## config.mk

```make
export PLATFORM = sky130hd
export DESIGN_NAME = mem_access_unit
export DESIGN_NICKNAME = d
export VERILOG_FILES = /design/src/rtl/mem_access_unit.sv
export SDC_FILE = /design/constraint.sdc
export NUM_CORES = 1
export LEC_CHECK = 0
export ABC_CLOCK_PERIOD_IN_PS = 2620
export BUFFER_PORTS_ARGS = -buffer_cell sky130_fd_sc_hd__buf_2
export CAP_MARGIN = 20
export CORE_ASPECT_RATIO = 2
export CORE_MARGIN = 2
export CORE_UTILIZATION = 50
export DETAILED_ROUTE_END_ITERATION = 6
export GPL_TIMING_DRIVEN = 0
export PLACE_DENSITY_LB_ADDON = 0.08
export REMOVE_ABC_BUFFERS = 1
export SYNTH_ARGS = -nofsm -noshare
export SYNTH_HDL_FRONTEND = slang
export SYNTH_SLANG_ARGS = --single-unit
```

## constraint.sdc

```tcl
create_clock -name clk -period 2.62 [get_ports clk]
set_input_delay 0 -clock clk [delete_from_list [all_inputs] [get_ports clk]]
set_output_delay 0 -clock clk [all_outputs]
set_load 0.005 [all_outputs]
```

## src/rtl/mem_access_unit.sv

```systemverilog
// Memory stage between EX/MEM and MEM/WB. Aligns and extends loads,
// lane-replicates stores, drives a request/ready data-RAM port and holds
// back upstream stages while an access is outstanding.
//
// state  | meaning
// -------+--------------------------------------------------------------
// IDLE   | no access in flight; accepts a new instruction
// ACCESS | RAM request outstanding; waiting for ramReady or timeout
// RESP   | load/store result on the outputs; accepts a new instruction
module mem_access_unit #(
   parameter int DATA_W     = 32,
   parameter int REG_ADDR_W = 5,
   parameter int TIMEOUT    = 255
) (
   input  logic                  clk,
   input  logic                  rst_n,
   input  logic                  inValid,
   input  logic                  memRead,
   input  logic                  memWrite,
   input  logic [2:0]            funct3,
   input  logic [DATA_W-1:0]     addr,
   input  logic [DATA_W-1:0]     storeData,
   input  logic                  regWriteEnableIn,
   input  logic [REG_ADDR_W-1:0] writeBackAddrIn,
   output logic                  stall,
   output logic                  ramReq,
   output logic                  ramWe,
   output logic [DATA_W-1:0]     ramAddr,
   output logic [DATA_W-1:0]     ramWdata,
   output logic [3:0]            ramBe,
   input  logic                  ramReady,
   input  logic [DATA_W-1:0]     ramRdata,
   output logic                  outValid,
   output logic                  select,
   output logic [DATA_W-1:0]     loadData,
   output logic [DATA_W-1:0]     aluData,
   output logic                  regWriteEnableOut,
   output logic [REG_ADDR_W-1:0] writeBackAddrOut,
   output logic                  misalignErr,
   output logic                  busErr
);

   localparam int CNT_W = $clog2(TIMEOUT + 1);

   typedef enum logic [1:0] {IDLE, ACCESS, RESP} state_t;

   state_t state, state_nxt;

   logic [CNT_W-1:0]      wait_cnt;
   logic                  is_mem;
   logic                  is_store;
   logic                  misaligned;
   logic                  can_accept;
   logic                  acc_alu;
   logic                  acc_mis;
   logic                  acc_mem;
   logic                  timeout_hit;
   logic [3:0]            be_nxt;
   logic [DATA_W-1:0]     wdata_nxt;
   logic [DATA_W-1:0]     ld_shift;
   logic [DATA_W-1:0]     ld_ext;

   logic [DATA_W-1:0]     op_addr;
   logic                  op_store;
   logic [2:0]            op_funct3;
   logic                  op_wen;
   logic [REG_ADDR_W-1:0] op_rd;
   logic [3:0]            op_be;
   logic [DATA_W-1:0]     op_wdata;

   // Decode of the incoming instruction; read+write together counts as a load.
   always_comb begin
      is_mem      = memRead | memWrite;
      is_store    = memWrite & ~memRead;
      misaligned  = ((funct3[1:0] == 2'b01) & addr[0]) |
                    (funct3[1] & (addr[1:0] != 2'b00));
      can_accept  = (state != ACCESS);
      acc_alu     = can_accept & inValid & ~is_mem;
      acc_mis     = can_accept & inValid & is_mem & misaligned;
      acc_mem     = can_accept & inValid & is_mem & ~misaligned;
      timeout_hit = (state == ACCESS) & ~ramReady &
                    (wait_cnt == CNT_W'(TIMEOUT - 1));
   end

   // Byte enables and lane-replicated write data for the access being accepted.
   always_comb begin
      be_nxt    = 4'b1111;
      wdata_nxt = storeData;
      case (funct3[1:0])
         2'b00: begin
            be_nxt    = 4'b0001 << addr[1:0];
            wdata_nxt = {(DATA_W/8){storeData[7:0]}};
         end
         2'b01: begin
            be_nxt    = 4'b0011 << addr[1:0];
            wdata_nxt = {(DATA_W/16){storeData[15:0]}};
         end
         default: begin
            be_nxt    = 4'b1111;
            wdata_nxt = storeData;
         end
      endcase
   end

   // Load alignment: bring the addressed lane down to bit 0, then extend.
   always_comb begin
      ld_shift = ramRdata >> {op_addr[1:0], 3'b000};
      case (op_funct3)
         3'b000:  ld_ext = {{(DATA_W-8){ld_shift[7]}}, ld_shift[7:0]};
         3'b001:  ld_ext = {{(DATA_W-16){ld_shift[15]}}, ld_shift[15:0]};
         3'b100:  ld_ext = {{(DATA_W-8){1'b0}}, ld_shift[7:0]};
         3'b101:  ld_ext = {{(DATA_W-16){1'b0}}, ld_shift[15:0]};
         default: ld_ext = ld_shift;
      endcase
   end

   // State register.
   always_ff @(posedge clk or negedge rst_n) begin
      if (!rst_n) begin
         state <= IDLE;
      end else begin
         state <= state_nxt;
      end
   end

   // Next-state logic; RESP behaves like IDLE so accesses can run back to back.
   always_comb begin
      state_nxt = state;
      case (state)
         IDLE, RESP: begin
            if (acc_mem) begin
               state_nxt = ACCESS;
            end else begin
               state_nxt = IDLE;
            end
         end
         ACCESS: begin
            if (ramReady) begin
               state_nxt = RESP;
            end else if (timeout_hit) begin
               state_nxt = IDLE;
            end else begin
               state_nxt = ACCESS;
            end
         end
         default: state_nxt = IDLE;
      endcase
   end

   // FSM outputs; the RAM request follows the state so reset drops it at once.
   always_comb begin
      ramReq = 1'b0;
      ramWe  = 1'b0;
      stall  = 1'b0;
      case (state)
         IDLE: begin
            stall = acc_mem;
         end
         ACCESS: begin
            ramReq = 1'b1;
            ramWe  = op_store;
            stall  = 1'b1;
         end
         default: begin
            ramReq = 1'b0;
            ramWe  = 1'b0;
            stall  = 1'b0;
         end
      endcase
   end

   // RAM port fields come from the captured operation so they hold until ramReady.
   always_comb begin
      ramAddr  = {op_addr[DATA_W-1:2], 2'b00};
      ramWdata = op_wdata;
      ramBe    = op_be;
   end

   // Capture the accepted memory operation.
   always_ff @(posedge clk or negedge rst_n) begin
      if (!rst_n) begin
         op_addr   <= '0;
         op_store  <= 1'b0;
         op_funct3 <= 3'b000;
         op_wen    <= 1'b0;
         op_rd     <= '0;
         op_be     <= 4'b0000;
         op_wdata  <= '0;
      end else if (acc_mem) begin
         op_addr   <= addr;
         op_store  <= is_store;
         op_funct3 <= funct3;
         op_wen    <= regWriteEnableIn;
         op_rd     <= writeBackAddrIn;
         op_be     <= be_nxt;
         op_wdata  <= wdata_nxt;
      end
   end

   // Ready-wait counter; cleared whenever no access is waiting.
   always_ff @(posedge clk or negedge rst_n) begin
      if (!rst_n) begin
         wait_cnt <= '0;
      end else if ((state == ACCESS) && !ramReady && !timeout_hit) begin
         wait_cnt <= wait_cnt + CNT_W'(1);
      end else begin
         wait_cnt <= '0;
      end
   end

   // Result register toward MEM/WB; pulses clear each cycle, data holds.
   always_ff @(posedge clk or negedge rst_n) begin
      if (!rst_n) begin
         outValid          <= 1'b0;
         select            <= 1'b0;
         loadData          <= '0;
         aluData           <= '0;
         regWriteEnableOut <= 1'b0;
         writeBackAddrOut  <= '0;
         misalignErr       <= 1'b0;
         busErr            <= 1'b0;
      end else begin
         outValid    <= 1'b0;
         misalignErr <= 1'b0;
         busErr      <= 1'b0;
         if (state == ACCESS) begin
            if (ramReady) begin
               outValid          <= 1'b1;
               select            <= ~op_store;
               loadData          <= ld_ext;
               aluData           <= op_addr;
               regWriteEnableOut <= op_wen & ~op_store;
               writeBackAddrOut  <= op_rd;
            end else if (timeout_hit) begin
               outValid          <= 1'b1;
               select            <= 1'b0;
               aluData           <= op_addr;
               regWriteEnableOut <= 1'b0;
               writeBackAddrOut  <= op_rd;
               busErr            <= 1'b1;
            end
         end else if (acc_alu) begin
            outValid          <= 1'b1;
            select            <= 1'b0;
            aluData           <= addr;
            regWriteEnableOut <= regWriteEnableIn;
            writeBackAddrOut  <= writeBackAddrIn;
         end else if (acc_mis) begin
            outValid          <= 1'b1;
            select            <= 1'b0;
            aluData           <= addr;
            regWriteEnableOut <= 1'b0;
            writeBackAddrOut  <= writeBackAddrIn;
            misalignErr       <= 1'b1;
         end
      end
   end

endmodule

```

# Word-level counts from Yosys, hierarchy flattened
# Index checks and enable logic that the tools add are counted.
[totals] ff_bits=162 inputBits=111 output_inout_bits=145
[op_classes] add_sub_neg=1 n_eq_ne=9 n_shift=3 mux=38 bitwise_logic=18 reduce_logical=12
[ops] op="$mux 32" count=5
[ops] op="$pmux 32 s4" count=1
[ops] op="$pmux 32 s2" count=1
[ops] op="$shr 32x5->32" count=1
[ops] op="$mux 5" count=5
[ops] op="$mux 1" count=21
[ops] op="$and 1x1->1" count=11
[ops] op="$add 8x1->8 const B" count=1
[ops] op="$eq 8x8->1 const B" count=1
[ops] op="$mux 8" count=1
[ops] op="$pmux 4 s2" count=1
[ops] op="$eq 3x3->1 const B" count=2
[ops] op="$not 1->1" count=5
[ops] op="$eq 2x1->1 const B" count=2
[ops] op="$logic_not 2->1" count=2
[ops] op="$pmux 2 s2" count=1
[ops] op="$reduce_and 2->1" count=2
[ops] op="$shl 1x2->4 const A" count=1
[ops] op="$shl 2x2->4 const A" count=1
[ops] op="$eq 3x1->1 const B" count=1
[ops] op="$logic_not 3->1" count=1
[ops] op="$ne 3x3->1 const B" count=1
[ops] op="$reduce_bool 3->1" count=1
[ops] op="$eq 2x2->1 const B" count=1
[ops] op="other kinds (8)" count=11

# Depth between registers and ports, before layout
# Gate-level depths: netlist (run 1).
[depth] word_depth=7 ltp_mapped=8 depth_no_buf=6

# Worst setup path after synthesis (run 1)
# No wires, ideal clock.
[synth_timing] kind="flip-flop to flip-flop" start="register wait_cnt[0]" end="register aluData[16]" arrival_ps=1792 slack_ps=701 path_stages_with_launch=9 n_path_buf=2 period_less_slack_ps=1919 path_cell_list="dfrtp_1 -> inv_1 -> ha_1 -> and3_1 -> a211o_1 -> buf_4 -> a21boi_4 -> buf_6 -> mux2_1"
[synth_via] elab_chain_cells=4
[synth_rtl] item="from (decl)" line="49" rtl="logic [CNT_W-1:0] wait_cnt;"
[synth_rtl] item="from (signal assigned)" line="205" rtl="wait_cnt <= wait_cnt + CNT_W'(1);"
[synth_rtl] item="$eq 8x8->1" line="82" rtl="(wait_cnt == CNT_W'(TIMEOUT - 1));"
[synth_rtl] item="$and 1x1->1" line="81" rtl="timeout_hit = (state == ACCESS) & ~ramReady &"
[synth_rtl] item="$ne 3x3->1 (no source line)"
[synth_rtl] item="$reduce_and 2->1 (no source line)"
[synth_rtl] item="to (signal assigned)" line="231" rtl="aluData <= op_addr;"
[synth_rtl] item="to (signal assigned)" line="237" rtl="aluData <= op_addr;"
[synth_rtl] item="to (signal assigned)" line="245" rtl="aluData <= addr;"
[synth_rtl] item="to (decl)" line="36" rtl="output logic [DATA_W-1:0] aluData,"
# No other way between the ends.
# A chain may end at the register's enable or synchronous reset.

# Worst setup path after layout (run 1)
[layout_timing] start="register state[1]" end="output stall"
[layout_via] elab_chain_cells=5 elab_cells_between_ends=7 cone_classes="eq/ne: 2; mux: 1; bitwise: 3; reduce/logical: 1"
[layout_rtl] item="from (decl)" line="47" rtl="state_t state, state_nxt;"
[layout_rtl] item="from (signal assigned)" line="122" rtl="state <= state_nxt;"
[layout_rtl] item="$ne 2x1->1" line="77" rtl="can_accept = (state != ACCESS);"
[layout_rtl] item="$and 1x1->1 (3 in a row)" line="80" rtl="acc_mem = can_accept & inValid & is_mem & ~misaligned;"
[layout_rtl] item="$pmux 1 s2 (*)" line="155" rtl="case (state)"
[layout_rtl] item="to (decl)" line="25" rtl="output logic stall,"
# Mark *: on every way between the ends. The rest lies on a longest branch, timed or not.

==> results of run 1 <==
[logic make-up after synthesis]
group,synth area share (%)
other,0.0476
XOR/XNOR,0.778
AND/OR/NAND/NOR,13.9
adder cells (fa/ha/maj),0.318
AO/OA/AOI/OAI,9.28
buffers and inverters,6.43
multiplexers,17.8
flip-flops,51.5
[layout make-up]
cell class / count / area, µm²
clock buffers: 22 / 494
clock inverters: 10 / 146
fillers: 1201 / 4640
inverters: 6 / 31.3
multi-input cells: 490 / 3370
flip-flops and latches: 162 / 4050
well taps: 198 / 248
repair buffers: 354 / 2390
[flip-flops by register name (all words and copies together) (netlist names), 4 cells and up]
register	count
wait_cnt	8
op_rd	5
loadData	32
writeBackAddrOut	5
ramWdata	32
op_addr	32
aluData	32
ramBe	4
[synthesized netlist by cell type, types with 6 or more instances]
| master | number | area share (%) |
|---|---|---|
| xor2_1 | 6 | 0.67 |
| a221o_1 | 18 | 2.3 |
| a31oi_1 | 6 | 0.48 |
| nand3_1 | 19 | 1.2 |
| nor2_1 | 36 | 1.7 |
| mux2_2 | 89 | 13 |
| nand2_1 | 134 | 6.4 |
| buf_2 | 12 | 0.76 |
| and2_1 | 9 | 0.71 |
| clkbuf_1 | 23 | 1.1 |
| o21ai_0 | 42 | 2.7 |
| buf_4 | 35 | 3.3 |
| dfrtp_1 | 162 | 51 |
| o2bb2ai_1 | 6 | 0.67 |
| nor2b_1 | 8 | 0.64 |
| mux2i_1 | 34 | 4.3 |
| a21oi_1 | 21 | 1.3 |
| nor4_1 | 8 | 0.64 |
[power breakdown]
group	internal, mW	leakage, nW	switching [mW]	total, mW
logic	1.61	2.95	1.41	3.02
registers	3.34	1.97	0.524	3.87
clock network	1.64	0.313	1.01	2.65
total	6.59	5.23	2.95	9.53
[path summary, 6_finish.rpt]
kind	to	slack [ns]	from	depth (start not counted)
setup / recovery	stall	0.09	state[1]	8
hold / removal	loadData[4]	0.02	ramRdata[4]	5
setup reg to reg	ramWdata[27]	0.12	state[1]	6
hold reg to reg	loadData[6]	0.48	loadData[6]	2
max in group asynchronous	op_addr[26]	1.63	rst_n	3
min in group asynchronous	ramWdata[18]	0.12	rst_n	2
[repair_timing]
action / 4_1_cts / 5_1_grt
cloned: 1 / 1
hold endpoints to repair: 197 / 0
gates resized for setup: 5 / 2
setup endpoints to repair: 117 / 27
buffers inserted: 2 / 1
pin swaps: 3 / 2
hold buffers: 90 / 0
[through the flow]
stage / setup TNS (ns) / setup slack (ns) / total power [mW]
floorplan: -119.71 / -1.56 / 5.24
global placement: -504.99 / -3.97 / 6.55
detailed placement: -85.45 / -1.10 / 6.73
CTS: 0 / 0.00830 / 9.53
global route: 0 / 0.00258 / 10.1
finish: 0 / 0.0913 / 9.53
[critical path, stage by stage (launching register included)]
cell	delay [ns]
dfrtp_1	0.48
nand2b_4	0.27
buf_12	0.24
inv_6	0.18
nor3b_4	0.34
buf_4	0.27
a21oi_1	0.08
nor2_1	0.09
buf_2	0.14
[layer usage]
layer  part of all wire (%)  vias up
li1                       -     3120
met1                     38     3386
met2                     54      259
met3                    5.9       43
met4                    2.8        0
met5                      0        -
==> results.yml, run 1 <==
clocking:
  worstSkewPairLatency_ns: 0.42
  cts_tree: "yes"
  clock_path_buffers: 2
  cts.clk_slew.worst_paths_ns: 0.06
  cts.htree.levels: 4
  numCtsBuffers: 17
  root_buffer: "clkbuf_16"
  numClockSinks: 162
synth:
  synth_seq_cells: 162
  syn_inst: 735
  synthFlopType: "dfrtp_1"
  yosysUniqueCellTypes: 54
  synth_warnings: 0
  synth_edf_count: 0
  async_flop_share_pct: 100
  yosysSeqAreaShare_pct: 51.5
  netlist_area_um2: 7880
  syn_area_per_cell_um2: 10.7
routing:
  vias_per_cell: 5.48
  drt_iter0_drc: 337
  vias: 6808
  drcViolationCount: 0
  routedWlPerCell_um: 18.0
  dr.pass1.iters: 5
  drt-total-wl_um: 22300
  antenna_left: 0
finish:
  antenna_cells: 0
  drive_gt1_share_pct: 38.1
  stdcell_count: 1242
  design_area_um2: 10700
  layout_commonest_cell: "buf_2"
  fin_nets: 1144
  final_cell_mix: "buf_2, dfrtp_1, nand2_1"
  fin_util_pct: 69.8
  syn_to_final_growth_pct: 36.3
timing:
  period_minus_slack_ns: 2.53
  report.final.setup_viol: 0
  finClkSkew_ns: 0.00808
  max_clock_freq_mhz: 395
  fin_worst_hold_slack_ns: 0.0247
  tightest_slew_ns: 0.744
  rsz0062_at_grt: "false"
  min_period_over_period_pct: 96.5
  slew_violations: 0
  hold_viol_final: 0
  timing.slew.headroom_pct: 50.3
global_route:
  use_met1_pct: 30.4
  grt_pass1_wl_um: 35500
  grt_pass1_vias: 7015
  overflow: 0
  antenna_found_initial: 0
  use_met3_pct: 5.44
  grt_util_met2_pct: 47.8
  grt_start_max_net_pins: 91
  gr-usage-all-layers_pct: 26.5
  top_usage_layer: "met2"
placement:
  place_area_um2: 9050
  gp_congestion: 0.839
  dpl.hpwl_um: 14300
  portBuffers: 253
  dp_cells: 1112
floorplanning:
  start_util_pct: 51.2
  core_area_um2: 15400
  die_area_um2: 16800
  die_w_um: 92.8
  ios: 256
  rows: 64
  die_height_um: 181
power_and_ir_drop:
  p_leak_nw: 5.24
  pwr_density_cell_nw_per_um2: 888
  max-vdd-ir-drop_mv: 0.693
critical_path:
  arrival_ns: 2.53
  cp_max_fo: 43
  critPathKind: "flop to output port"
  start_kind: "flop"
  crit_required_ns: 2.62
  critPathCaptureType: "output port"
job:
  cap_violations: 0
outcome:
  status: "finished clean"
min_path:
  min_path_type: "input port to flop"
Note: power is estimated with default switching activity, not from simulation.
==> inputs of run 2 (changes only) <==
--- a/config.mk
+++ b/config.mk
@@ -6,4 +6,5 @@
 export NUM_CORES = 1
 export LEC_CHECK = 0
+export ABC_AREA = 1
 export ABC_CLOCK_PERIOD_IN_PS = 2620
 export BUFFER_PORTS_ARGS = -buffer_cell sky130_fd_sc_hd__buf_2
==> constraint.sdc (replaced) <==
create_clock -name clk -period 2.62 [get_ports clk]
set_input_delay 0 -clock clk [delete_from_list [all_inputs] [get_ports clk]]
set_output_delay 0 -clock clk [all_outputs]
set_load 0.1 [all_outputs]
==> run 2 against run 1 <==
Synthesized area up 2.2%. Critical path depth unchanged. Utilization down 2.4 points. Hold slack worse by 0.018 ns. Sequential share of layout area up 0.37 points. Synthesized cell count up 40%. Cell area down 0.94%. Non-clock buffer count down 4. Critical endpoint unchanged. Clock power down 10%. Setup slack better by 0.040 ns. Largest cell class unchanged.
==> results.yml, run 2 <==
clocking:
  numCtsBuffers: 17
  clock_path_buffers: 2
  worstSkewPairLatency_ns: 0.43
  root_buffer: "clkbuf_16"
  cts.htree.levels: 4
  cts.clk_slew.worst_paths_ns: 0.06
  cts_tree: "yes"
  numClockSinks: 162
job:
  cap_violations: 0
synth:
  synth_commonest_cells: "nand2_1, dfrtp_1, nand3_1"
  yosysMostFrequentCell: "nand2_1"
  syn_inst: 1032
  synth_edf_count: 0
  async_flop_share_pct: 100
  yosys.area.top_type: "dfrtp_1"
  yosysUniqueCellTypes: 31
  synth_seq_cells: 162
  netlist_area_um2: 8050
  synthFlopType: "dfrtp_1"
  synth_top_area_share_pct: 50.4
  yosysSeqAreaShare_pct: 50.4
  syn_area_per_cell_um2: 7.80
  synth_warnings: 0
  synth_area_leaders: "dfrtp_1, nand2_1, nand3_1, o21ai_0, inv_1"
min_path:
  min_path_cells: 5
  min_path_type: "input port to flop"
critical_path:
  worst-path-buf-inv: 3
  cp_max_fo: 126
  crit_required_ns: 2.62
  crit_family: "simple AND/OR/NAND/NOR gates"
  critPathKind: "flop to output port"
  cpMaxStageDelayCell: "dfrtp_1"
  crit_cells: 8
  critPathCaptureType: "output port"
  arrival_ns: 2.49
  slowest_delay_ns: 0.41
  reg2reg_depth: 7
  crit_chain: "nand2_4 > nand2_2 > nor2_2 > inv_2 > nor2_4 > inv_16 > o21ai_0 > clkbuf_8"
  start_kind: "flop"
finish:
  stdcell_count: 1525
  antenna_cells: 0
  syn_to_final_growth_pct: 32.1
  drive_gt1_share_pct: 24.0
  design_area_um2: 10600
  final_cell_mix: "nand2_1, buf_2, dfrtp_1"
  fin_nets: 1424
  layout_commonest_cell: "nand2_1"
  fill_cells: 1400
  fin_util_pct: 67.4
routing:
  drt-total-wl_um: 23400
  antenna_left: 0
  drt_iter0_drc: 420
  dr.pass1.iters: 7
  routedWlPerCell_um: 15.3
  drcViolationCount: 0
  vias_per_cell: 5.03
  wl_met1_um: 8440
  top_layer: "met4"
  wl_met2_um: 12400
  vias: 7676
  wl_met3_um: 1410
placement:
  place_area_um2: 9100
  dpl.hpwl_um: 15000
  portBuffers: 253
  dp_cells: 1399
  gp_congestion: 0.846
power_and_ir_drop:
  p_leak_nw: 5.71
  report.power.total_mw: 15.0
  pwr_density_cell_nw_per_um2: 1410
  max-vdd-ir-drop_mv: 0.956
timing:
  timing.slew.headroom_pct: 49.0
  fin_worst_hold_slack_ns: 0.00650
  rsz0062_at_grt: "false"
  max_clock_freq_mhz: 402
  finClkSkew_ns: 0.0108
  period_minus_slack_ns: 2.49
  report.final.setup_viol: 0
  tightest_slew_ns: 0.764
  slew_violations: 0
  min_period_over_period_pct: 95.0
  hold_viol_final: 0
global_route:
  grt_pass1_vias: 7588
  grt_pass1_wl_um: 37200
  overflow: 0
  antenna_found_initial: 0
  grt_start_max_net_pins: 119
  gr-usage-all-layers_pct: 27.9
floorplanning:
  die_height_um: 183
  start_util_pct: 51.0
  die_area_um2: 17200
  ios: 256
  core_area_um2: 15800
  rows: 65
  die_w_um: 93.7
outcome:
  status: "finished clean"
-- run 2: changes by cell type after synthesis, moves of 34 or more --
cell,change
nand2_1,+229
mux2_2,-89
inv_1,+72
nand3_1,+72
o21ai_0,+48
mux2i_1,-34
-- run 2: worst paths after layout --
check | startpoint | endpoint | slack, ns
setup / recovery | state[0] | stall | 0.13
hold / removal | ramRdata[18] | loadData[2] | 0.006
setup reg to reg | state[1] | loadData[0] | 0.25
hold reg to reg | writeBackAddrOut[1] | writeBackAddrOut[1] | 0.46
max in group asynchronous | rst_n | aluData[3] | 1.63
min in group asynchronous | rst_n | loadData[1] | 0.05
-- run 2: tightest hold or removal path: stages --
cell	delay, ns
buf_2	0.09
nand2_1	0.05
nand2_1	0.09
o211ai_1	0.10
nand2_1	0.06
-- run 2: where the power goes --
part | internal [mW] | switching [mW] | leakage (nW)
registers | 3.32 | 0.495 | 2.01
clock network | 1.32 | 1.07 | 0.267
logic | 1.32 | 7.45 | 3.44
-- run 2: routing by layer --
layer,GRT usage [%],up-vias
li1,-,3784
met1,29.5,3572
met2,50.5,268
met3,6.11,52
met4,14.7,0
met5,0,-
-- run 2: timing repair --
action / in CTS / in global routing
hold buffers: 93 / 0
setup endpoints to repair: 74 / 32
gates resized for setup: 8 / 6
buffers inserted: 1 / 0
gates cloned: 1 / 0
pin swaps: 1 / 1
endpoints found under the hold margin: 280 / 0
-- run 2: cell families after synthesis --
family,count (synthesis),synth area share (%)
xor+xnor,3,0.327
buf+inv,175,11.1
compound gates,159,10.4
fa+ha+maj,2,0.311
simple gates,530,27.4
other cells,1,0.0466
flops,162,50.4
-- run 2: layout make-up --
class                      count  area (µm²)  share of cell area [%]
tap                          201         251                    2.37
sequential                   162        4060                    38.1
timing repair buffer         350        2290                    21.5
clock buffer                  17         425                    4.00
clock inverter                15         139                    1.31
multi-input combinational    697        3140                    29.5
inverter                      83         334                    3.14
-- run 2: stage by stage --
stage	setup TNS [ns]	setup slack, ns
6_report	0	0.132
5_1_grt	0	0.0176
4_1_cts	0	0.0147
3_5_place_dp	-25.95	-0.634
3_3_place_gp	-289.53	-2.11
2_1_floorplan	-23.92	-1.45
==> inputs of run 3 (changes only) <==
- CORE_MARGIN: 2 -> default
==> run 3 against run 2 <==
Wire length rose by 2.2%. Sequential share of layout area down 0.51 points. Combinational power up 0.6%. Critical path type is now flop to flop. Clock skew shrank 0.0016 ns.
==> results.yml, run 3 (synthesis gave the netlist of run 2 again) <==
outcome:
  status: "finished clean"
power_and_ir_drop:
  report.power.total_mw: 15.1
  seqPwrFrac_pct: 25.4
  swShare_pct: 59.5
  clkPwrFrac_pct: 16.3
  power_frac_comb_pct: 58.4
  p_sw_mw: 9.00
  pwr_density_cell_nw_per_um2: 1400
  p_leak_nw: 5.79
  max-vdd-ir-drop_mv: 0.932
  internal-power_mw: 6.12
routing:
  dr.pass1.iters: 5
  drt_iter0_drc: 500
  vias: 7807
  vias_per_cell: 5.08
  routedWlPerCell_um: 15.5
  antenna_left: 0
  drcViolationCount: 0
  drt-total-wl_um: 23900
clocking:
  worstSkewPairLatency_ns: 0.42
  numCtsBuffers: 17
  cts.clk_slew.worst_paths_ns: 0.06
  cts_tree: "yes"
  cts.htree.levels: 4
  numClockSinks: 162
  root_buffer: "clkbuf_16"
  clock_path_buffers: 2
floorplanning:
  die_area_um2: 16600
  ios: 256
  start_util_pct: 51.0
  rows: 65
  die_height_um: 181
  core_area_um2: 15800
  die_w_um: 91.7
finish:
  layout_commonest_cell: "nand2_1"
  syn_to_final_growth_pct: 33.9
  antenna_cells: 0
  drive_gt1_share_pct: 24.1
  fin_util_pct: 68.3
  fin_nets: 1436
  final_cell_mix: "nand2_1, buf_2, dfrtp_1"
min_path:
  min_path_type: "input port to flop"
timing:
  rsz0062_at_grt: "false"
  layout_setup_ws_ns: 0.187
  max_clock_freq_mhz: 411
  finClkSkew_ns: 0.00915
  fin_worst_hold_slack_ns: 0.0195
  min_period_over_period_pct: 92.9
  tightest_slew_ns: 0.752
  hold_viol_final: 0
  period_minus_slack_ns: 2.43
  slew_violations: 0
  timing.slew.headroom_pct: 49.8
  report.final.setup_viol: 0
critical_path:
  crit_family: "buffers and inverters"
  crit_chain: "inv_1 > nand2_4 > inv_6 > nand2_2 > inv_4 > o211ai_1 > nand2_1"
  slowest_delay_ns: 0.47
  worst-path-buf-inv: 3
  cpMaxStageDelayCell: "nand2_2"
  critPathKind: "flop to flop"
  cp_max_fo: 69
  arrival_ns: 2.78
  start_kind: "flop"
  critPathCaptureType: "flop"
  crit_required_ns: 2.97
global_route:
  antenna_found_initial: 0
  grt_pass1_vias: 7761
  grt_start_max_net_pins: 118
  overflow: 0
  grt_pass1_wl_um: 38100
  gr-usage-all-layers_pct: 29.5
job:
  cap_violations: 0
placement:
  dpl.hpwl_um: 15400
  gp_congestion: 0.848
  portBuffers: 253
  pre_cts_slack_ns: -0.663
[run 3: cell count changes in the layout (fill, tap and decap cells not counted), sizes merged]
cell / change
dlygate4sd3: +6
clkbuf: +2
buf: +7
clkinv: -2
clkinvlp: -3
bufinv: +1
inv: +1
[run 3: final timing paths]
path	start	endpoint	slack [ns]	cells past startpoint
setup / recovery	state[1]	loadData[2]	0.19	7
hold / removal	ramRdata[23]	loadData[7]	0.02	5
setup reg to reg	state[1]	loadData[2]	0.19	7
hold reg to reg	ramWdata[2]	ramWdata[2]	0.46	2
max in group asynchronous	rst_n	op_addr[6]	1.63	3
min in group asynchronous	rst_n	loadData[4]	0.06	2
[run 3: per-layer routing]
metal | global-route usage, % | vias up | wire length (µm)
li1 | - | 3807 | -
met1 | 30.6 | 3652 | 8700
met2 | 54.0 | 283 | 12500
met3 | 5.99 | 65 | 1280
met4 | 17.1 | 0 | 1360
met5 | 0 | - | 0
[run 3: metrics by stage]
step | std cells | instance area [µm²] | TNS, ns
2_1_floorplan | 941 | 7470 | -23.92
3_3_place_gp | 1395 | 8990 | -295.38
3_5_place_dp | 1400 | 9130 | -19.58
4_1_cts | 1532 | 10700 | 0
5_1_grt | 1537 | 10800 | 0
6_report | 1537 | 10800 | 0
[run 3: layout make-up]
type	instances	area, µm²
timing repair buffer	362	2440
inverter	83	323
tap	201	251
fill	1366	5000
clock inverter	12	131
sequential	162	4060
multi-input combinational	697	3130
clock buffer	20	447
[run 3: worst reg2reg max path, cell delays in order, from the launching register on]
cell and delay [ns]:
dfrtp_1 0.38, inv_1 0.09, nand2_4 0.13, inv_6 0.40, nand2_2 0.48, inv_4 0.45
o211ai_1 0.32, nand2_1 0.12
[run 3: power by group through the flow]
stage / Combinational, mW / Clock (mW) / Sequential, mW
finish: 8.82 / 2.46 / 3.83
global placement: 8.54 / 0 / 3.84
CTS: 8.82 / 2.52 / 3.83
global route: 9.19 / 2.61 / 3.93
floorplan: 1.39 / 0 / 9.43
detailed placement: 8.63 / 0 / 3.86
[run 3: repair_timing]
item | 4_1_cts | 5_1_grt
endpoints found under the setup margin | 70 | 33
pin swaps | 1 | 1
hold buffers | 99 | 0
cloned | 1 | 0
endpoints found under the hold margin | 276 | 0
setup buffers | 0 | 5
gates resized for setup | 5 | 2
